[config.mk]
export PLATFORM = sky130hd
export DESIGN_NAME = c17_bist_ctrl_flat
export DESIGN_NICKNAME = d
export VERILOG_FILES = /design/src/rtl/c17_bist_ctrl_if.sv /design/src/rtl/c17_bist_ctrl.sv /design/src/flat_wrapper.sv
export SDC_FILE = /design/constraint.sdc
export NUM_CORES = 1
export LEC_CHECK = 0
export BUFFER_PORTS_ARGS = -buffer_cell sky130_fd_sc_hd__buf_2
export CAP_MARGIN = 20
export CORE_ASPECT_RATIO = 1.75
export CORE_MARGIN = 4
export CORE_UTILIZATION = 50
export DETAILED_ROUTE_END_ITERATION = 7
export GPL_ROUTABILITY_DRIVEN = 0
export PLACE_DENSITY = 0.78
export SETUP_SLACK_MARGIN = 0.02
export SYNTH_ARGS = -nofsm -noshare
export SYNTH_HDL_FRONTEND = slang
export SYNTH_SLANG_ARGS = --single-unit
[constraint.sdc]
create_clock -name CK -period 5.2 [get_ports CK]
set_input_delay 0 -clock CK [delete_from_list [all_inputs] [get_ports CK]]
set_output_delay 0 -clock CK [all_outputs]
set_load 0.01 [all_outputs]
[src/rtl/c17_bist_ctrl_if.sv]
// -----------------------------------------------------------------------------
// c17_bist_ctrl_if
// Handshake/result bundle for the c17 BIST controller.
//   start    : single-cycle request to begin a self-test run
//   abort    : cancels an active run
//   exp_sig  : golden signature compared against the MISR at the end of a run
//   busy     : controller is initialising, running or checking
//   done     : run finished; pass/sig are stable while this is high
//   pass     : final signature matched exp_sig
//   sig      : current MISR contents
//   pat_cnt  : patterns applied in the current run
// The master side issues requests and reads status; the slave is the controller.
// -----------------------------------------------------------------------------
interface c17_bist_ctrl_if;
   logic       start;
   logic       abort;
   logic [7:0] exp_sig;
   logic       busy;
   logic       done;
   logic       pass;
   logic [7:0] sig;
   logic [7:0] pat_cnt;

   modport master (
      output start, abort, exp_sig,
      input  busy, done, pass, sig, pat_cnt
   );

   modport slave (
      input  start, abort, exp_sig,
      output busy, done, pass, sig, pat_cnt
   );
endinterface

[src/rtl/c17_bist_ctrl.sv]
// -----------------------------------------------------------------------------
// c17_bist_ctrl
// BIST controller for a single combinational c17 instance. Patterns come from
// a 5-bit LFSR (x^5+x^3+1), responses N22/N23 are compacted into an 8-bit MISR
// and the final signature is compared against a golden value.
//
// Ports:
//   CK                   clock, rising edge
//   RST                  synchronous active-high reset
//   bus                  c17_bist_ctrl_if.slave (start/abort/exp_sig in,
//                        busy/done/pass/sig/pat_cnt out)
//   N1,N2,N3,N6,N7       pattern to the CUT (N1 = pat[4] ... N7 = pat[0])
//   N22,N23              CUT responses, valid in the same cycle as the pattern
//
// Build option: define C17_BIST_EXHAUSTIVE_EN to replace the LFSR with a 5-bit
// binary counter starting at 0 and apply all 32 input combinations.
// -----------------------------------------------------------------------------
module c17_bist_ctrl #(
   parameter int         NUM_PATTERNS = 31,
   parameter logic [4:0] SEED         = 5'b00001,
   parameter int         SIG_W        = 8
) (
   input  logic          CK,
   input  logic          RST,
   c17_bist_ctrl_if.slave bus,
   output logic          N1,
   output logic          N2,
   output logic          N3,
   output logic          N6,
   output logic          N7,
   input  logic          N22,
   input  logic          N23
);

   localparam logic [2:0] ST_IDLE  = 3'd0;
   localparam logic [2:0] ST_INIT  = 3'd1;
   localparam logic [2:0] ST_RUN   = 3'd2;
   localparam logic [2:0] ST_CHECK = 3'd3;
   localparam logic [2:0] ST_DONE  = 3'd4;

`ifdef C17_BIST_EXHAUSTIVE_EN
   localparam logic [7:0] LAST_CNT = 8'd31;
   localparam logic [4:0] PAT_INIT = 5'd0;
`else
   localparam logic [7:0] LAST_CNT = 8'(NUM_PATTERNS - 1);
   localparam logic [4:0] PAT_INIT = SEED;
`endif

   logic [2:0]       state_q, state_d;
   logic [4:0]       pat_q, pat_d;
   logic [SIG_W-1:0] sig_q, sig_d;
   logic [7:0]       cnt_q, cnt_d;
   logic             pass_q, pass_d;
   logic             start_q, start_d;
   logic             busy;
   logic [4:0]       pat_step;
   logic [SIG_W-1:0] sig_step;

   assign busy = (state_q == ST_INIT) || (state_q == ST_RUN) || (state_q == ST_CHECK);

   // Next pattern and next signature for one RUN cycle.
   always_comb begin
`ifdef C17_BIST_EXHAUSTIVE_EN
      pat_step = pat_q + 5'd1;
`else
      pat_step = {pat_q[3:0], pat_q[4] ^ pat_q[2]};
`endif
      sig_step = {sig_q[SIG_W-2:0], 1'b0}
               ^ (sig_q[SIG_W-1] ? SIG_W'(8'h1D) : '0)
               ^ SIG_W'({N22, N23});
   end

   // Sequencer. start is registered once (and dropped while busy) so a request
   // reaches the FSM one cycle after it is sampled; abort overrides all RUN
   // work and leaves sig/pat_cnt untouched for debug.
   always_comb begin
      state_d = state_q;
      pat_d   = pat_q;
      sig_d   = sig_q;
      cnt_d   = cnt_q;
      pass_d  = pass_q;
      start_d = bus.start & ~busy;
      case (state_q)
         ST_IDLE, ST_DONE: begin
            if (start_q) state_d = ST_INIT;
         end
         ST_INIT: begin
            if (bus.abort) begin
               state_d = ST_IDLE;
               pass_d  = 1'b0;
            end else begin
               pat_d   = PAT_INIT;
               sig_d   = '0;
               cnt_d   = 8'd0;
               pass_d  = 1'b0;
               state_d = ST_RUN;
            end
         end
         ST_RUN: begin
            if (bus.abort) begin
               state_d = ST_IDLE;
               pass_d  = 1'b0;
            end else begin
               sig_d = sig_step;
               pat_d = pat_step;
               cnt_d = (cnt_q == 8'hFF) ? cnt_q : cnt_q + 8'd1;
               if (cnt_q == LAST_CNT) state_d = ST_CHECK;
            end
         end
         ST_CHECK: begin
            if (bus.abort) begin
               state_d = ST_IDLE;
               pass_d  = 1'b0;
            end else begin
               pass_d  = (sig_q == SIG_W'(bus.exp_sig));
               state_d = ST_DONE;
            end
         end
         default: state_d = ST_IDLE;
      endcase
   end

   always_ff @(posedge CK) begin
      if (RST) begin
         state_q <= ST_IDLE;
         pat_q   <= 5'd0;
         sig_q   <= '0;
         cnt_q   <= 8'd0;
         pass_q  <= 1'b0;
         start_q <= 1'b0;
      end else begin
         state_q <= state_d;
         pat_q   <= pat_d;
         sig_q   <= sig_d;
         cnt_q   <= cnt_d;
         pass_q  <= pass_d;
         start_q <= start_d;
      end
   end

   assign {N1, N2, N3, N6, N7} = pat_q;
   assign bus.busy    = busy;
   assign bus.done    = (state_q == ST_DONE);
   assign bus.pass    = pass_q;
   assign bus.sig     = 8'(sig_q);
   assign bus.pat_cnt = cnt_q;

endmodule

[src/flat_wrapper.sv]
// flat-port wrapper written by rule: the top's interface ports become plain ports
module c17_bist_ctrl_flat 
#(
   parameter int         NUM_PATTERNS = 31,
   parameter logic [4:0] SEED         = 5'b00001,
   parameter int         SIG_W        = 8
)
  (CK, RST, N1, N2, N3, N6, N7, N22, N23, bus_start, bus_abort, bus_exp_sig, bus_busy, bus_done, bus_pass, bus_sig, bus_pat_cnt);
  c17_bist_ctrl_if bus_i ();
  input  logic CK;
  input  logic RST;
  output logic N1;
  output logic N2;
  output logic N3;
  output logic N6;
  output logic N7;
  input  logic N22;
  input  logic N23;
  input wire logic [$bits(bus_i.start)-1:0] bus_start;
  input wire logic [$bits(bus_i.abort)-1:0] bus_abort;
  input wire logic [$bits(bus_i.exp_sig)-1:0] bus_exp_sig;
  output wire logic [$bits(bus_i.busy)-1:0] bus_busy;
  output wire logic [$bits(bus_i.done)-1:0] bus_done;
  output wire logic [$bits(bus_i.pass)-1:0] bus_pass;
  output wire logic [$bits(bus_i.sig)-1:0] bus_sig;
  output wire logic [$bits(bus_i.pat_cnt)-1:0] bus_pat_cnt;
  assign bus_i.start = bus_start;
  assign bus_i.abort = bus_abort;
  assign bus_i.exp_sig = bus_exp_sig;
  assign bus_busy = bus_i.busy;
  assign bus_done = bus_i.done;
  assign bus_pass = bus_i.pass;
  assign bus_sig = bus_i.sig;
  assign bus_pat_cnt = bus_i.pat_cnt;
  c17_bist_ctrl #(.NUM_PATTERNS(NUM_PATTERNS), .SEED(SEED), .SIG_W(SIG_W)) u_core (.CK(CK), .RST(RST), .bus(bus_i), .N1(N1), .N2(N2), .N3(N3), .N6(N6), .N7(N7), .N22(N22), .N23(N23));
endmodule
==> impl_metrics.csv <==
group,metric,value,unit
status,status,"completed",
global_route,antenna_found_initial,0,
power,vdd_drop_max,0.000206,V
global_route,grtUsageTotal,21.3,%
clock_tree,cts_root_buf,"clkbuf_8",
power,p_int,0.271,mW
yosys,synth_top_area_share,40.4,%
clock_tree,cts_tree,"done",
power,p_leak,0.656,nW
yosys,yosysSeqAreaShare,40.4,%
power,power,0.364,mW
sta,slew_headroom,23.9,%
hold_path,hp-start,"N22",
critical_path,r2r-start,"u_core.bus.pat_cnt[1]",
floorplanning,die_w,46.4,um
sta,skew,0.00182,ns
critical_path,arrival,2.51,ns
yosys,synth_top_family_by_area,"simple AND/OR/NAND/NOR gates",
detailed_routing,vias,1270,
critical_path,required,5.40,ns
sta,max_freq,433,MHz
clock_tree,clock_sinks,26,
floorplanning,start_util,51.7,%
detailed_routing,ant_nets,0,
detailed_routing,routed_wl,3280,um
clock_tree,clock_path_buffers,2,
global_route,grt_max_degree,24,
sta,period_minus_slack,2.31,ns
power,power_switching,0.0932,mW
power,power_density,237,mW/mm2
yosys,syn_inst,156,
yosys,synth-simple-area-share,24.4,%
critical_path,r2r-end,"u_core.bus.pat_cnt[0]",
clock_tree,clk_pin_slew_worst_paths,0.08,ns
critical_path,rr_worst_depth,5,
yosys,synth_fa_ha_area_share,1.94,%
sta,final_max_slew_viol_count,0,
sta,timing.setup.tns,0,ns
placed_design,placed_area,0.00148,mm2
yosys,synth_top_cells_by_area,"dfxtp_1, xor2_1, a21oi_1, nand3_1, nand2_1",
critical_path,rrSetupSlack,2.89,ns
critical_path,critical-path-max-stage-delay,0.95,ns
yosys,syn-num-nets,172,
power,p_sw_share,25.6,%
clock_tree,cts_made_buffers,3,
yosys,synth_area_leader_cell,"dfxtp_1",
detailed_routing,firstDrtPassIters,4,
critical_path,path_cells,"ha_1 > nand2_1 > nor4_1 > o21ai_0 > mux2i_1",
global_route,grt_pass1_vias,1267,
yosys,yosysWarnings,0,
finish,n_fill_cell,220,
yosys,synth_cell_types,32,
critical_path,crit_fanout,8,
yosys,synth-xor-area-share,10.2,%
yosys,muxShareOfSynthArea,1.55,%
detailed_routing,drc_errors,0,
power,pwr-share-comb,11.9,%
clock_tree,h-tree-depth,1,
sta,tightest_slew,1.13,ns
floorplanning,rows,24,
clock_tree,ctsHoldBuffers,1,
finish,mostFrequentLayoutCells,"buf_2, dfxtp_1, nand2_1",
floorplanning,io_pins,38,
critical_path,crit_slowest_cell,"nor4_1",
flow_run,cap_violations,0,
yosys,syn_area,0.00129,mm2
hold_path,hold_depth,4,
floorplanning,die_area,0.00349,mm2
detailed_routing,viasPerCell,5.88,
detailed_routing,initialDrtViolationCount,60,
sta,fin_crit_sh,44.4,%
sta,setup_viol,0,
clock_tree,postCtsSetupBuffers,0,
yosys,synth-compound-area-share,17.7,%
placed_design,io_buffers,37,
yosys,ys_ff_latch,26,
sta,hold_viol_final,0,
power,p_seq_share,56.9,%
finish,fin_nets,208,
hold_path,min_path_type,"input port to flop",
hold_path,hold_end,"u_core.bus.sig[1]",
critical_path,crit_path_start_kind,"flop",
finish,insertedDiodeCount,0,
power,clock_power_share,31.3,%
global_route,grt_pass1_wl,5440,um
finish,final_common_cell,"buf_2",
finish,area_growth,19.0,%
clock_tree,clk_latency,0.27,ns
detailed_routing,wl_per_cell,15.2,um
critical_path,endpoint_kind,"flop",
clock_tree,cts_resized,0,
floorplanning,dieHeight,75.2,um
global_route,gr-total-overflow,0,
critical_path,path_class,"flop to flop",
floorplanning,core,0.00249,mm2
yosys,syn_avg_cell_area,8.26,um2
placed_design,hpwl,2400,um
finish,drive_gt1_share,22.1,%
sta,grt_setup_unrepaired,"no",
finish,fin_area,0.00153,mm2
[critical path, delay by kind of cell, from the launching register on]
kind,cells,cell delay [ns]
adders and majority gates,1,0.29
AOI/OAI and AO/OA,1,0.24
DFF,1,0.47
and+or+nand+nor,2,1.04
muxes,1,0.19
[cell type report]
type | count | area (um2) | area share (%)
Tap cell | 26 | 32.5 | 2.12
Timing Repair Buffer | 40 | 210 | 13.7
Inverter | 3 | 11.3 | 0.734
Clock buffer | 3 | 41.3 | 2.69
Sequential cell | 26 | 520 | 33.9
Multi-Input combinational cell | 118 | 718 | 46.8
[power by group through the flow]
stage | clock, mW | combinational [mW] | sequential (mW)
detailed placement | 0 | 0.0424 | 0.211
global placement | 0 | 0.0410 | 0.211
CTS | 0.117 | 0.0432 | 0.207
floorplan | 0 | 0.0293 | 0.209
global route | 0.123 | 0.0488 | 0.207
finish | 0.114 | 0.0432 | 0.207
[sequential cells by signal (all words and copies together) (netlist names)]
signal / count
u_core.pat_q: 5
u_core.state_q: 3
u_core.bus.pat_cnt: 8
u_core.bus.pass: 1
u_core.bus.sig: 8
u_core.start_q: 1
[per-layer routing]
layer / share of wire [%] / vias to the layer above / track usage [%]
li1: - / 630 / -
met1: 39 / 571 / 24.2
met2: 50 / 58 / 34.5
met3: 7.1 / 11 / 4.55
met4: 3.3 / 0 / 13.9
met5: 0 / - / 0
[cells in the mapped netlist]
cell type and number:
clkbuf_1 5, nor2_1 10, a211oi_1 3, or3b_1 1, nand2b_1 3, and3_1 1
or4_1 1, a41o_1 1, xor2_1 13, mux2i_1 2, and2_1 1, o311ai_0 3
o31ai_1 3, xnor2_1 2, o21ai_0 4, nor3_1 4, nand2_1 18, o32ai_1 2
a311oi_1 1, buf_2 4, or3_1 1, inv_1 3, dfxtp_1 26, nor4b_1 1
nor4_1 4, nor3b_1 2, ha_1 2, o211ai_1 1, nand3_1 15, nand4bb_1 1
a21oi_1 16, a31oi_1 2
[cell families after synthesis]
| group | after synthesis |
|---|---|
| buffers and inverters | 12 |
| adders and majority gates | 2 |
| DFF | 26 |
| AOI/OAI and AO/OA | 36 |
| muxes | 2 |
| xor gates and xnor gates | 15 |
| and+or+nand+nor | 63 |
[worst max-delay path by stage]
stage / slack (ns) / end / from / cells past startpoint
finish: 2.89 / u_core.bus.pat_cnt[0] / u_core.bus.pat_cnt[1] / 5
global route: 2.66 / u_core.bus.pat_cnt[7] / u_core.bus.pat_cnt[1] / 5
CTS: 2.94 / u_core.bus.pat_cnt[0] / u_core.bus.pat_cnt[1] / 5
detailed placement: 2.96 / u_core.bus.pat_cnt[0] / u_core.bus.pat_cnt[1] / 5
global placement: 3.17 / u_core.bus.pat_cnt[7] / u_core.bus.pat_cnt[1] / 5
floorplan: 3.37 / u_core.bus.pat_cnt[7] / u_core.bus.pat_cnt[1] / 5
[metrics by stage]
| stage | hold slack (ns) | instances | utilization [%] | worst slack, ns |
|---|---|---|---|---|
| finish | 0.0413 | 216 | 61.5 | 2.89 |
| global route | 0.0605 | 216 | 61.5 | 2.66 |
| CTS | 0.0368 | 216 | 61.5 | 2.94 |
| detailed placement | 0.274 | 212 | 59.5 | 2.96 |
| global placement | 0.267 | 212 | 59.5 | 3.17 |
| floorplan | 0.119 | 156 | - | 3.37 |
No activity file was read; power rests on OpenSTA's default activity.
